<file path="src/rtl/wrr_burst_arbiter.sv">
// Weighted round-robin arbiter with per-requester burst credits.
// The owner keeps the grant for up to weight[owner] accepted transfers, or until
// it drops its request; the next eligible requester then takes over in the same
// cycle, so there are no bubble cycles between bursts.
module wrr_burst_arbiter #(
  parameter int VECTOR_IN = 8,
  parameter int WEIGHT_W  = 4
) (
  input  logic                                 clk,
  input  logic                                 reset,
  input  logic [VECTOR_IN-1:0]                 request_vector,
  input  logic [VECTOR_IN-1:0][WEIGHT_W-1:0]   weight,
  input  logic                                 grant_ready,
  output logic [VECTOR_IN-1:0]                 grant,
  output logic                                 grant_valid,
  output logic [$clog2(VECTOR_IN)-1:0]         grant_id,
  output logic                                 grant_last
);

  localparam int ID_W = $clog2(VECTOR_IN);

  typedef enum logic {IDLE, GRANT} state_t;

  state_t               state;
  logic [WEIGHT_W-1:0]  wlat;
  logic [WEIGHT_W-1:0]  cnt;
  logic [ID_W-1:0]      ptr;

  logic [VECTOR_IN-1:0] eligible;
  logic [ID_W-1:0]      next_ptr;
  logic [ID_W-1:0]      pick_start;
  logic                 pick_found;
  logic [ID_W-1:0]      pick_idx;
  logic [WEIGHT_W-1:0]  pick_w;
  logic [VECTOR_IN-1:0] pick_onehot;
  logic                 owner_req;
  logic                 xfer;
  logic                 last_beat;
  logic                 burst_end;

  // A requester competes only while it requests and has a non-zero weight.
  always_comb begin
    eligible = '0;
    for (int unsigned i = 0; i < VECTOR_IN; i++) begin
      eligible[i] = request_vector[i] & (weight[i] != '0);
    end
  end

  // Rotating priority search: first eligible index at or after the start point.
  // In IDLE the search starts at ptr; at a burst end it starts just past the
  // current owner, which is the value ptr is being updated to in that cycle.
  always_comb begin
    int unsigned idx;
    idx         = 0;
    next_ptr    = (grant_id == ID_W'(VECTOR_IN - 1)) ? '0 : grant_id + ID_W'(1);
    pick_start  = (state == GRANT) ? next_ptr : ptr;
    pick_found  = 1'b0;
    pick_idx    = '0;
    for (int unsigned k = 0; k < VECTOR_IN; k++) begin
      idx = int'(pick_start) + k;
      if (idx >= VECTOR_IN) begin
        idx = idx - VECTOR_IN;
      end
      if (!pick_found && eligible[idx]) begin
        pick_found = 1'b1;
        pick_idx   = ID_W'(idx);
      end
    end
    pick_w      = weight[pick_idx];
    pick_onehot = VECTOR_IN'(1) << pick_idx;
  end

  // Transfer accounting for the current owner.
  always_comb begin
    owner_req = request_vector[grant_id];
    xfer      = grant_valid & grant_ready & owner_req;
    last_beat = (cnt == (wlat - WEIGHT_W'(1)));
    burst_end = (xfer & last_beat) | ~owner_req;
  end

  // Arbitration FSM with registered grant outputs.
  always_ff @(posedge clk or negedge reset) begin
    if (!reset) begin
      state       <= IDLE;
      ptr         <= '0;
      cnt         <= '0;
      wlat        <= '0;
      grant       <= '0;
      grant_valid <= 1'b0;
      grant_id    <= '0;
      grant_last  <= 1'b0;
    end else begin
      if ((state == IDLE) || burst_end) begin
        if (state == GRANT) begin
          ptr <= next_ptr;
        end
        if (pick_found) begin
          state       <= GRANT;
          grant       <= pick_onehot;
          grant_valid <= 1'b1;
          grant_id    <= pick_idx;
          grant_last  <= (pick_w == WEIGHT_W'(1));
          wlat        <= pick_w;
          cnt         <= '0;
        end else begin
          state       <= IDLE;
          grant       <= '0;
          grant_valid <= 1'b0;
          grant_id    <= '0;
          grant_last  <= 1'b0;
          cnt         <= '0;
        end
      end else if (xfer) begin
        cnt        <= cnt + WEIGHT_W'(1);
        grant_last <= ((cnt + WEIGHT_W'(1)) == (wlat - WEIGHT_W'(1)));
      end
    end
  end

endmodule

</file>
<file path="config.mk">
export PLATFORM = sky130hd
export DESIGN_NAME = wrr_burst_arbiter
export DESIGN_NICKNAME = d
export VERILOG_FILES = /design/src/rtl/wrr_burst_arbiter.sv
export SDC_FILE = /design/constraint.sdc
export NUM_CORES = 1
export LEC_CHECK = 0
export ABC_AREA = 1
export CAP_MARGIN = 5
export CORE_MARGIN = 3
export CORE_UTILIZATION = 56
export DETAILED_ROUTE_END_ITERATION = 16
export PLACE_DENSITY = 0.87
export SETUP_SLACK_MARGIN = 0.1
export SYNTH_ARGS = -nofsm -noshare
export SYNTH_HDL_FRONTEND = slang
export SYNTH_SLANG_ARGS = --single-unit
</file>
<file path="constraint.sdc">
create_clock -name clk -period 5.8 [get_ports clk]
set_clock_uncertainty 0.15 [all_clocks]
set_input_delay 0.58 -clock clk [delete_from_list [all_inputs] [get_ports clk]]
set_output_delay 0.58 -clock clk [all_outputs]
set_load 0.01 [all_outputs]
</file>
Word-level counts from Yosys, hierarchy flattened:

Index checks and enable logic that the tools add are counted.

* register bits after elaboration: 24
* input port bits: 43
* output and inout bits: 13

* add/sub/neg operators: 18
* $lt $le $gt $ge: 18
* equality and inequality tests: 4
* shifts and indexed selects: 1
* muxes and demuxes: 54
* bitwise logic cells: 14
* reduce and logical (&&, ||, !) cells: 25

Operators by type and width (number)
* $lt A32 B4 Y1 const B: 8
* $mux W32: 8
* $sub A4 B4 Y5 const B: 7
* $mux W3: 11
* $reduce_bool A4 Y1: 8
* $ge A4 B4 Y1 const B: 7
* $bmux W1 S3: 9
* $mux W1: 21
* $add A3 B3 Y4 const B: 4
* $bmux W4 S3: 1
* $mux W4: 3
* $and A1 B1 Y1: 11
* $add A3 B2 Y4 const B: 2
* $eq A4 B4 Y1: 2
* $lt A3 B4 Y1 const B: 2
* $mux W8: 1
* $shl A1 B3 Y8 const A: 1
* $logic_and A1 B1 Y1: 7
* $logic_not A1 Y1: 7
* $sub A3 B4 Y5 const B: 1
* $add A3 B1 Y4 const B: 1
* $add A4 B1 Y4 const B: 1
* $eq A4 B1 Y1 const B: 1
* $ge A3 B4 Y1 const B: 1
* other kinds (8): 9

Logic depth before layout (Yosys ltp):

* word-level depth: 34
* depth in mapped cells: 28
* gate-level depth less buffers: 26

Worst setup path after synthesis:

No wires, ideal clock.

* path type: reg-to-reg
* start point: register grant_id[0]
* end point: register grant_last
* library setup time: 0.124 ns
* data arrival time: 3.101 ns
* required time: 5.526 ns
* path slack: 2.425 ns
* stages on the path, launching flop included: 24
* path buffers: 2
* period minus slack after synthesis: 3.375 ns
* cells stage by stage: dfrtp_1 -> ha_1 -> nand2_1 -> o21ai_2 -> buf_4 -> inv_2 -> ha_1 -> inv_1 -> nand3_1 -> nand3_1 -> nand2_1 -> nand4_4 -> nor2_8 -> nand4_4 -> nor2_2 -> o21bai_1 -> buf_2 -> nand2_1 -> nand2_1 -> nand2_1 -> nand2_1 -> nor2_1 -> nand2_1 -> a21oi_2

* word-level cells in the longest chain between the ends: 34
* elaborated cells on any way between the ends: 94
* those cells by class: add/sub (16); order compare (8); eq/ne (2); mux (48); bitwise (4); reduce/logical (16)

RTL lines
* start, declared: line 16 `output logic [$clog2(VECTOR_IN)-1:0] grant_id,`
* start signal, assigned: line 101 `grant_id <= pick_idx;`
* $add A3 B1 Y3 or $eq A3 B3 Y1 (tied branches): line 55 `next_ptr = (grant_id == ID_W'(VECTOR_IN - 1)) ? '0 : grant_id + ID_W'(1);`
* $mux W3 (*): line 55
* $mux W3 (*)
* via pick_start[1]: line 31 `logic [ID_W-1:0] pick_start;`
* branches (longest 29 deep; another with $sub A4 B4 Y5)
* $mux W1 (*): line 97 `if (pick_found) begin`
* $mux W1 (*): line 93 `if ((state == IDLE) || burst_end) begin`
* end signal, assigned: line 102 `grant_last <= (pick_w == WEIGHT_W'(1));`
* end signal, assigned: line 115 `grant_last <= ((cnt + WEIGHT_W'(1)) == (wlat - WEIGHT_W'(1)));`
* end, declared: line 17 `output logic grant_last`

Mark *: on every way through the listed nets, which the timed path passes. The select of a mux whose other input is x is not followed.
A chain may end at the register's enable or synchronous reset.

Final worst setup path:

* start point: register grant_id[0]
* end point: register grant_last

* word-level cells in the longest chain between the ends: 34
* elaborated cells on any way between the ends: 94
* those cells by class: add/sub (16); order compare (8); eq/ne (2); mux (48); bitwise (4); reduce/logical (16)

RTL lines
* branches (longest 34 deep; another with $sub A4 B4 Y5)

Parallel ways; which one is timed is not known. The select of a mux whose other input is x is not followed.

==> summary.txt <==
STA
  – Post-route clock period utilization: 0.750
  – F_max: between 0.2 and 0.25 GHz
  – Worst-Margin Slew: between 1 and 1.5 ns
  – Final setup TNS: 0 ns
  – Slew headroom: 0.311
  – Min cycle time layout: 4.35 ns
  – Max Slew Vio Count: 0
  – Hold Violations, Final: 0
  – RSZ-0062 raised after global routing: false
  – Final setup vio count: 0
  – Final Worst Setup Slack: approximately 1.4 ns

Drt
  – 1st-iter DRT viols: about 320
  – Routed WL: between 7 and 8 mm
  – DRC viols: 0
  – Met2 Routed Length: around 3.3 mm
  – M1 WL: between 3 and 4 mm
  – Drt wl/cell: between 10 and 15 um
  – Drt pass-1 iters: 5
  – Routed wl met3: around 650 um
  – Mean number of vias per cell: between 5 and 6
  – Final ANT Viol Nets: 0
  – Vias: ~2800
  – Uppermost layer routed: met4

Placed design
  – DP Area: 0.00308 sq mm
  – Placed insts: between 500 and 600
  – Place WS: ~1.6 ns
  – GP Congestion: around 1.0
  – I/O Buffers: between 50 and 60
  – Final HPWL DP: 5.67 mm

Critical path
  – CP Data Required Time: 5.81 ns
  – Critical path class: reg2reg
  – Crit end category: register
  – CP Max Fanout: 20
  – CP Data Arrival Time: about 4.4 ns
  – Worst R2R Path Depth: 24
  – CP Launch Type: register

Run status
  – Result of the run: finished, final reports clean

Synth
  – Cell variety after synth: 38
  – Mapped Area: 0.00254 sq mm
  – Synth async-reset ratio: 1.00
  – Synthesized area per cell: just over 6 sq um
  – Synth warn: 0
  – Flops & latches, synth: 24
  – Register area share after synthesis: 0.237
  – Top_reg_cell synth: dfrtp_1
  – EDFF count, synth: 0
  – Cells after synthesis: just over 400
  – Mapped Nets: roughly 460

Clock tree
  – Clock sinks: 24
  – CTS Root Cell: clkbuf_8
  – CTS tree: done
  – Post-CTS sizing: 0
  – CTS Buf Count: 3
  – # H-tree levels: 1
  – Clock Pin Slew Worst Setup and Hold Paths: around 0.080 ns
  – Setup Fix Bufs, Post-CTS: 0
  – Clock buffer depth: 2
  – CTS Hold Bufs: 0
  – Worst-Skew Late Latency: 0.27 ns

Global routing
  – Remaining global-route overflow: 0
  – Vias in the first global route: 2601
  – First-pass GRT wire length: about 12 mm
  – GRT Util Overall: 0.276
  – Pin count of the biggest net entering global routing: 25
  – Initial antenna violation count: 0

Run
  – MaxCap Viol Count: 0

Layout
  – Nets: approximately 510
  – Fin cells: between 500 and 600
  – P&R area growth vs syn: 24.0%
  – Design Area, Final: ~0.0031 sq mm
  – Share of post-route cells with drive strength above 1: 0.0696
  – Ant diodes: 0

Floorplanning
  – CORE AREA: 0.00417 sq mm
  – Initial Util: 0.608
  – Site Rows: 23
  – Die Y: 73.3 um
  – Die footprint: 0.00538 sq mm
  – Die X: ~73 um
  – # IOs: 56

Worst hold path
  – Tightest Hold Check Type: reg2reg
  – Hold depth: 2
[path summary, 6_finish.rpt]
kind / end / slack, ns / from
max: grant_last / 1.45 / grant_id[0]
min: grant[3] / 0.35 / grant[3]
max reg2reg: grant_last / 1.45 / grant_id[0]
min reg2reg: grant[3] / 0.35 / grant[3]
max in group asynchronous: ptr[1] / 4.16 / reset
min in group asynchronous: cnt[1] / 0.72 / reset
[cell families after synthesis]
logic type,share of synthesized area
flops,0.237
simple gates,0.482
fa+ha+maj,0.0345
xor+xnor,0.0577
buf+inv,0.0872
compound gates,0.103
[cell type report]
| cell class | instances | area [sq um] |
|---|---|---|
| well taps | 50 | 62.6 |
| flip-flops and latches | 24 | 601 |
| repair buffers | 55 | 551 |
| clock inverters | 1 | 30.0 |
| multi-input cells | 338 | 1720 |
| inverters | 39 | 146 |
| clock buffers | 3 | 41.3 |
| fillers | 323 | 1020 |
[layer usage]
| metal | up-vias | track usage |
|---|---|---|
| met5 | - | 0 |
| met4 | 0 | 0.0805 |
| met3 | 17 | 0.0301 |
| met2 | 156 | 0.466 |
| met1 | 1260 | 0.373 |
| li1 | 1415 | - |
[state kept, by name (all words and copies together) (netlist names)]
register / count
cnt: 4
grant: 8
grant_id: 3
grant_last: 1
ptr: 3
state: 1
wlat: 4
[metrics by stage]
| stage | utilization | hold WS [ns] |
|---|---|---|
| after floorplan | - | 0.134 |
| after global placement | 0.737 | 0.321 |
| after detailed placement | 0.737 | 0.323 |
| after CTS | 0.754 | 0.344 |
| after global routing | 0.754 | 0.365 |
| final | 0.754 | 0.347 |
[cell usage in the layout (no fill, tap or decap), types with 2 or more instances in the layout]
master	netlist	routed
o21ai_2	3	3
clkbuf_8	0	3
nand3_1	51	51
inv_1	34	34
xor2_2	2	2
nor2_2	3	3
xnor2_1	7	7
dfrtp_1	24	24
o21ai_0	23	23
nand3_2	3	3
nand2_1	163	163
o221ai_1	2	2
ha_1	7	7
nand2_2	4	4
xor2_1	6	6
nand4_1	4	4
clkdlybuf4s50_1	0	55
o21ai_1	3	3
nor2_1	38	38
nand4_4	2	2
nand3b_1	3	3
inv_2	5	5
[worst max-delay path, cell delays in order, from the launching register on]
cell and delay, ns:
dfrtp_1 0.47, ha_1 0.25, ha_1 0.19, nor2_2 0.16, nand2_1 0.07, nand2_1 0.29
ha_1 0.26, xor2_2 0.24, inv_2 0.10, nand3_1 0.09, nand2_2 0.10, nor2_1 0.22
nor2_1 0.08, nor2_1 0.16, nand3_2 0.32, nand2_2 0.42, nand2_1 0.11, nand2_1 0.10
nand2_1 0.06, nand2_1 0.06, nand2_1 0.05, nand2_1 0.10, nor2_1 0.06, nand2_1 0.08
a21oi_2 0.05
[synthesized netlist by cell type (4+ instances only)]
library cell	n	area, sq um
buf_6	4	45.0
dfrtp_1	24	601
ha_1	7	87.6
inv_1	34	128
inv_2	5	18.8
nand2_1	163	612
nand2_2	4	25.0
nand3_1	51	255
nand4_1	4	25.0
nor2_1	38	143
o21ai_0	23	115
xnor2_1	7	61.3
xor2_1	6	52.6
Power is not shown: default switching activity piles up to over one toggle a cycle in this logic, so the estimate is an artifact.
